**config.mk**
```make
export PLATFORM = sky130hd
export DESIGN_NAME = parity_frame_ch
export DESIGN_NICKNAME = d
export VERILOG_FILES = /design/src/rtl/parity_frame_checker_pkg.sv /design/src/rtl/parity_frame_ch.sv
export SDC_FILE = /design/constraint.sdc
export NUM_CORES = 1
export LEC_CHECK = 0
export ABC_AREA = 1
export BUFFER_PORTS_ARGS = -buffer_cell sky130_fd_sc_hd__buf_2
export CAP_MARGIN = 0
export CORE_MARGIN = 2
export CORE_UTILIZATION = 25
export CTS_CLUSTER_DIAMETER = 30
export DETAILED_ROUTE_END_ITERATION = 10
export PLACE_DENSITY_LB_ADDON = 0.1
export SYNTH_ARGS = -nofsm -noshare
export SYNTH_HDL_FRONTEND = slang
export SYNTH_SLANG_ARGS = --single-unit
```
**constraint.sdc**
```tcl
create_clock -name clk -period 1.36 [get_ports clk]
set_input_delay 0.136 -clock clk [delete_from_list [all_inputs] [get_ports clk]]
set_output_delay 0.136 -clock clk [all_outputs]
set_load 0.1 [all_outputs]
```
**src/rtl/parity_frame_checker_pkg.sv**
```systemverilog
// Shared types and helpers for the multi-channel serial parity frame checker.
package parity_frame_checker_pkg;

    typedef enum logic [1:0] {
        IDLE = 2'd0,
        DATA = 2'd1,
        PAR  = 2'd2
    } ch_state_t;

    function automatic int bit_cnt_width(input int frame_len);
        return $clog2(frame_len + 1);
    endfunction

endpackage

```
**src/rtl/parity_frame_ch.sv**
```systemverilog
// Single-channel frame parity checker: IDLE/DATA/PAR FSM, running XOR and error counters.
module parity_frame_ch
    import parity_frame_checker_pkg::*;
#(
    parameter int FRAME_LEN = 8,
    parameter int ERR_CNT_W = 8
) (
    input  logic                 clk,
    input  logic                 reset,
    input  logic                 mode_odd,
    input  logic                 clear_cnt,
    input  logic                 bit_in,
    input  logic                 bit_vld,
    input  logic                 sof,
    output logic                 busy,
    output logic                 parity_run,
    output logic                 frame_done,
    output logic                 frame_err,
    output logic                 err_sticky,
    output logic [ERR_CNT_W-1:0] err_cnt
);

    localparam int CW = bit_cnt_width(FRAME_LEN);
    localparam logic [CW-1:0] LAST_DATA = CW'(FRAME_LEN - 1);

    ch_state_t            state, state_nxt;
    logic [CW-1:0]        cnt, cnt_nxt;
    logic                 acc, acc_nxt;
    logic                 done_nxt, err_nxt;
    logic                 sticky_nxt;
    logic [ERR_CNT_W-1:0] err_cnt_nxt;

    // A valid sof restarts the frame from any state, abandoning a partial one silently.
    always_comb begin
        state_nxt   = state;
        cnt_nxt     = cnt;
        acc_nxt     = acc;
        done_nxt    = 1'b0;
        err_nxt     = 1'b0;
        sticky_nxt  = err_sticky;
        err_cnt_nxt = err_cnt;

        if (bit_vld) begin
            if (sof) begin
                acc_nxt   = bit_in;
                cnt_nxt   = CW'(1);
                state_nxt = (FRAME_LEN == 1) ? PAR : DATA;
            end else begin
                case (state)
                    DATA: begin
                        acc_nxt = acc ^ bit_in;
                        cnt_nxt = cnt + 1'b1;
                        if (cnt == LAST_DATA) begin
                            state_nxt = PAR;
                        end
                    end
                    PAR: begin
                        done_nxt  = 1'b1;
                        err_nxt   = (bit_in != (acc ^ mode_odd));
                        state_nxt = IDLE;
                    end
                    default: begin
                    end
                endcase
            end
        end

        // Clear wins over a coincident error so that error is neither counted nor made sticky.
        if (clear_cnt) begin
            sticky_nxt  = 1'b0;
            err_cnt_nxt = '0;
        end else if (err_nxt) begin
            sticky_nxt = 1'b1;
            if (err_cnt != {ERR_CNT_W{1'b1}}) begin
                err_cnt_nxt = err_cnt + 1'b1;
            end
        end
    end

    always_ff @(posedge clk or negedge reset) begin
        if (!reset) begin
            state      <= IDLE;
            cnt        <= '0;
            acc        <= 1'b0;
            frame_done <= 1'b0;
            frame_err  <= 1'b0;
            err_sticky <= 1'b0;
            err_cnt    <= '0;
        end else begin
            state      <= state_nxt;
            cnt        <= cnt_nxt;
            acc        <= acc_nxt;
            frame_done <= done_nxt;
            frame_err  <= err_nxt;
            err_sticky <= sticky_nxt;
            err_cnt    <= err_cnt_nxt;
        end
    end

    assign busy       = (state != IDLE);
    assign parity_run = acc;

endmodule

```
==> impl_results.md <==
- Outcome: finished clean
- Nets: 180
- Initial Util: 26.34%
- Ordered list of cells on the worst path: ha_4 -> nand2_4 -> nor2_2 -> nand2_2 -> nand4_4 -> nand3_1 -> nand2_1
- Fillers: 430
- Cell taking the most area after synthesis: dfrtp_1
- Post-synth EDFFs: 0
- Number of vias per cell: 4.455
- Chip height: 69.15 um
- Placed insts: 215
- Place WS: 0.03021 ns
- Die width: 69.15 um
- Clock slew at reported path FFs: 0.07 ns
- Total power: 1.622 mW
- Initial antenna violation count: 0
- Crit-path max cell delay: 0.49 ns
- Top FF cell, synth: dfrtp_1
- Most frequent cells in the layout: nand2_1, inv_1, buf_2
- Finished Layout Cells: 220
- Async S/R FF share, synth: 100.0%
- Drt wl/cell: 11.39 um
- GRT overflow: 0
- First-pass GRT wire length: 4.319 mm
- Net count after synthesis: 152
- Cell Area, Synth: 1061 um2
- Post-synth top area share: 42.45%
- CP Launch Type: flop
- Postcts setup bufs: 0
- Leakage: 0.7282 nW
- Die area: 4781 um2
- Register bit total from synthesis: 18
- F_max: 760.5 MHz
- WS Path Type: flop to flop
- Worst reg2reg endpoint: err_cnt[4]
- Crit-path slowest cell: dfrtp_4
- Setup slack, reg-to-reg: 0.05 ns
- Share of cells above drive strength 1: 34.12%
- Dpl hpwl: 1.950 mm
- Period utilisation layout: 96.69%
- Worst Max-Slew Pin Slew: 0.4898 ns
- Max VDD drop: 0.0005713 V
- Setup Viol. Count Final: 0
- Core footprint: 4029 um2
- DRT Pass-1 Iters: 4
- RSZ-0062 raised after global routing: true
- Drt drc: 0
- Row count: 23
- Worst Hold Path Cells: 2
- Tmin final: 1.315 ns
- Maximum capacitance violations: 0
- N_diodes: 0
- # H-tree levels: 1
- R2R Path Start: err_cnt[1]
- Final slew viol count: 0
- Largest net degree at the start of global routing: 19
- Routed via count: 980
- Clock buffer depth: 2
- Multi-input combinational cell area: 609.3 um2
- End of the worst hold path: frame_done
- Total track usage: 11.05%
- Number of global-route vias before repair: 957
- I/O pin count: 20
- Cell count after synthesis: 143
- Port-buffer cells: 19
- Critical path capture point type: flop
- Worst Path Required: 1.50 ns
- Final Hold Viols: 0
- Worst Path Arrival: 1.46 ns
- Sequential fraction of the synthesis area: 42.45%
- Fin util: 35.37%
- Pwr dens: 1138 nW/um2
- Synth Area per Inst: 7.420 um2
- Rel. slew slack: 67.57%
- Worst clock skew: 0.002315 ns
- TritonCTS clock tree: done
- RD Place Congestion: 0.7160
- FF-to-FF path depth: 7
- CTS Buf Count: 3
- Detail Route Antenna Nets: 0
- Post-Route WL: 2.505 mm
- Most common cell after layout, fill and taps aside: nand2_1
- Layout area overhead: 34.32%
- Worst hold path type: primary input to flop
- CTS Root Buffer Type: clkbuf_8
- Iter 0 DRT Violations: 34
- Ranking of synthesized cells by area: dfrtp_1, nand2_1, nand3_1, inv_1, nor2_1
- Setup_tns: 0 ns
- Count of cell types in the netlist: 22
- Fin worst setup slack: 0.04505 ns
- Synth warnings: 0
- Clk sink count: 18
- Hold_sp: sof
- Critical Path Fanout Max: 8
- Sequential cell area: 469.2 um2
- Clock Latency Late Sink: 0.25 ns
[kinds of logic after synthesis]
family	share of synthesized area, %
AOI/OAI and AO/OA	5.307
xor gates and xnor gates	1.651
adders and majority gates	2.358
buffers and inverters	7.430
DFF	42.45
and+or+nand+nor	40.80
[how the worst max path moves through the flow]
stage | start | to | slack [ns] | depth (start not counted)
2_1_floorplan | err_cnt[0] | err_cnt[3] | -0.13 | 8
3_3_place_gp | err_cnt[1] | err_cnt[4] | 0.06 | 7
3_5_place_dp | err_cnt[1] | err_cnt[2] | 0.03 | 7
4_1_cts | err_cnt[1] | err_cnt[4] | 0.02 | 7
5_1_grt | err_cnt[1] | err_cnt[6] | -0.02 | 7
6_report | err_cnt[1] | err_cnt[4] | 0.05 | 7
[registers in the layout, indices dropped and copies added, names as in the netlist]
signal / flops
cnt: 4
err_cnt: 8
err_sticky: 1
frame_done: 1
frame_err: 1
parity_run: 1
state: 2
[power by group]
| part | switching, mW | internal (mW) | total (mW) |
|---|---|---|---|
| Combinational | 0.432 | 0.159 | 0.591 |
| Sequential | 0.0492 | 0.602 | 0.651 |
| Clock | 0.172 | 0.208 | 0.380 |
[synth_stat cells, types with 2 or more instances]
cell	n
inv_1	19
o21ai_0	4
dfrtp_1	18
nor2_1	15
ha_1	2
xor2_1	2
a21oi_1	3
nand3_1	24
nand2_1	43
[critical path, delay by kind of cell (launching register included)]
family        cells  cell delay (ns)
flops             1             0.49
fa+ha+maj         1             0.17
simple gates      6             0.53
[metrics by stage]
step / cell area, um2 / hold slack, ns
after floorplan: 1142 / -0.1596
after global placement: 1353 / 0.1113
after detailed placement: 1353 / 0.1038
after CTS: 1410 / 0.1494
after global routing: 1425 / 0.1548
final: 1425 / 0.1514
[timing repair]
action / in CTS / in global routing
gates resized for setup: 1 / 4
endpoints found under the hold margin: 18 / 0
pin swaps: 0 / 2
setup endpoints to repair: 1 / 8
hold buffers: 1 / 0
[layout make-up]
type                    instances  area share [%]
well taps                      50           4.390
clock buffers                   4           3.161
repair buffers                 24           11.76
multi-input cells             105           42.76
flip-flops and latches         18           32.92
inverters                      19           5.004
[routing by layer]
layer	wire length, um	track usage, %
met4	14	2.614
met5	0	0
met3	87	3.070
met2	1232	19.02
met1	1170	13.65
No activity file was read; power rests on OpenSTA's default activity.
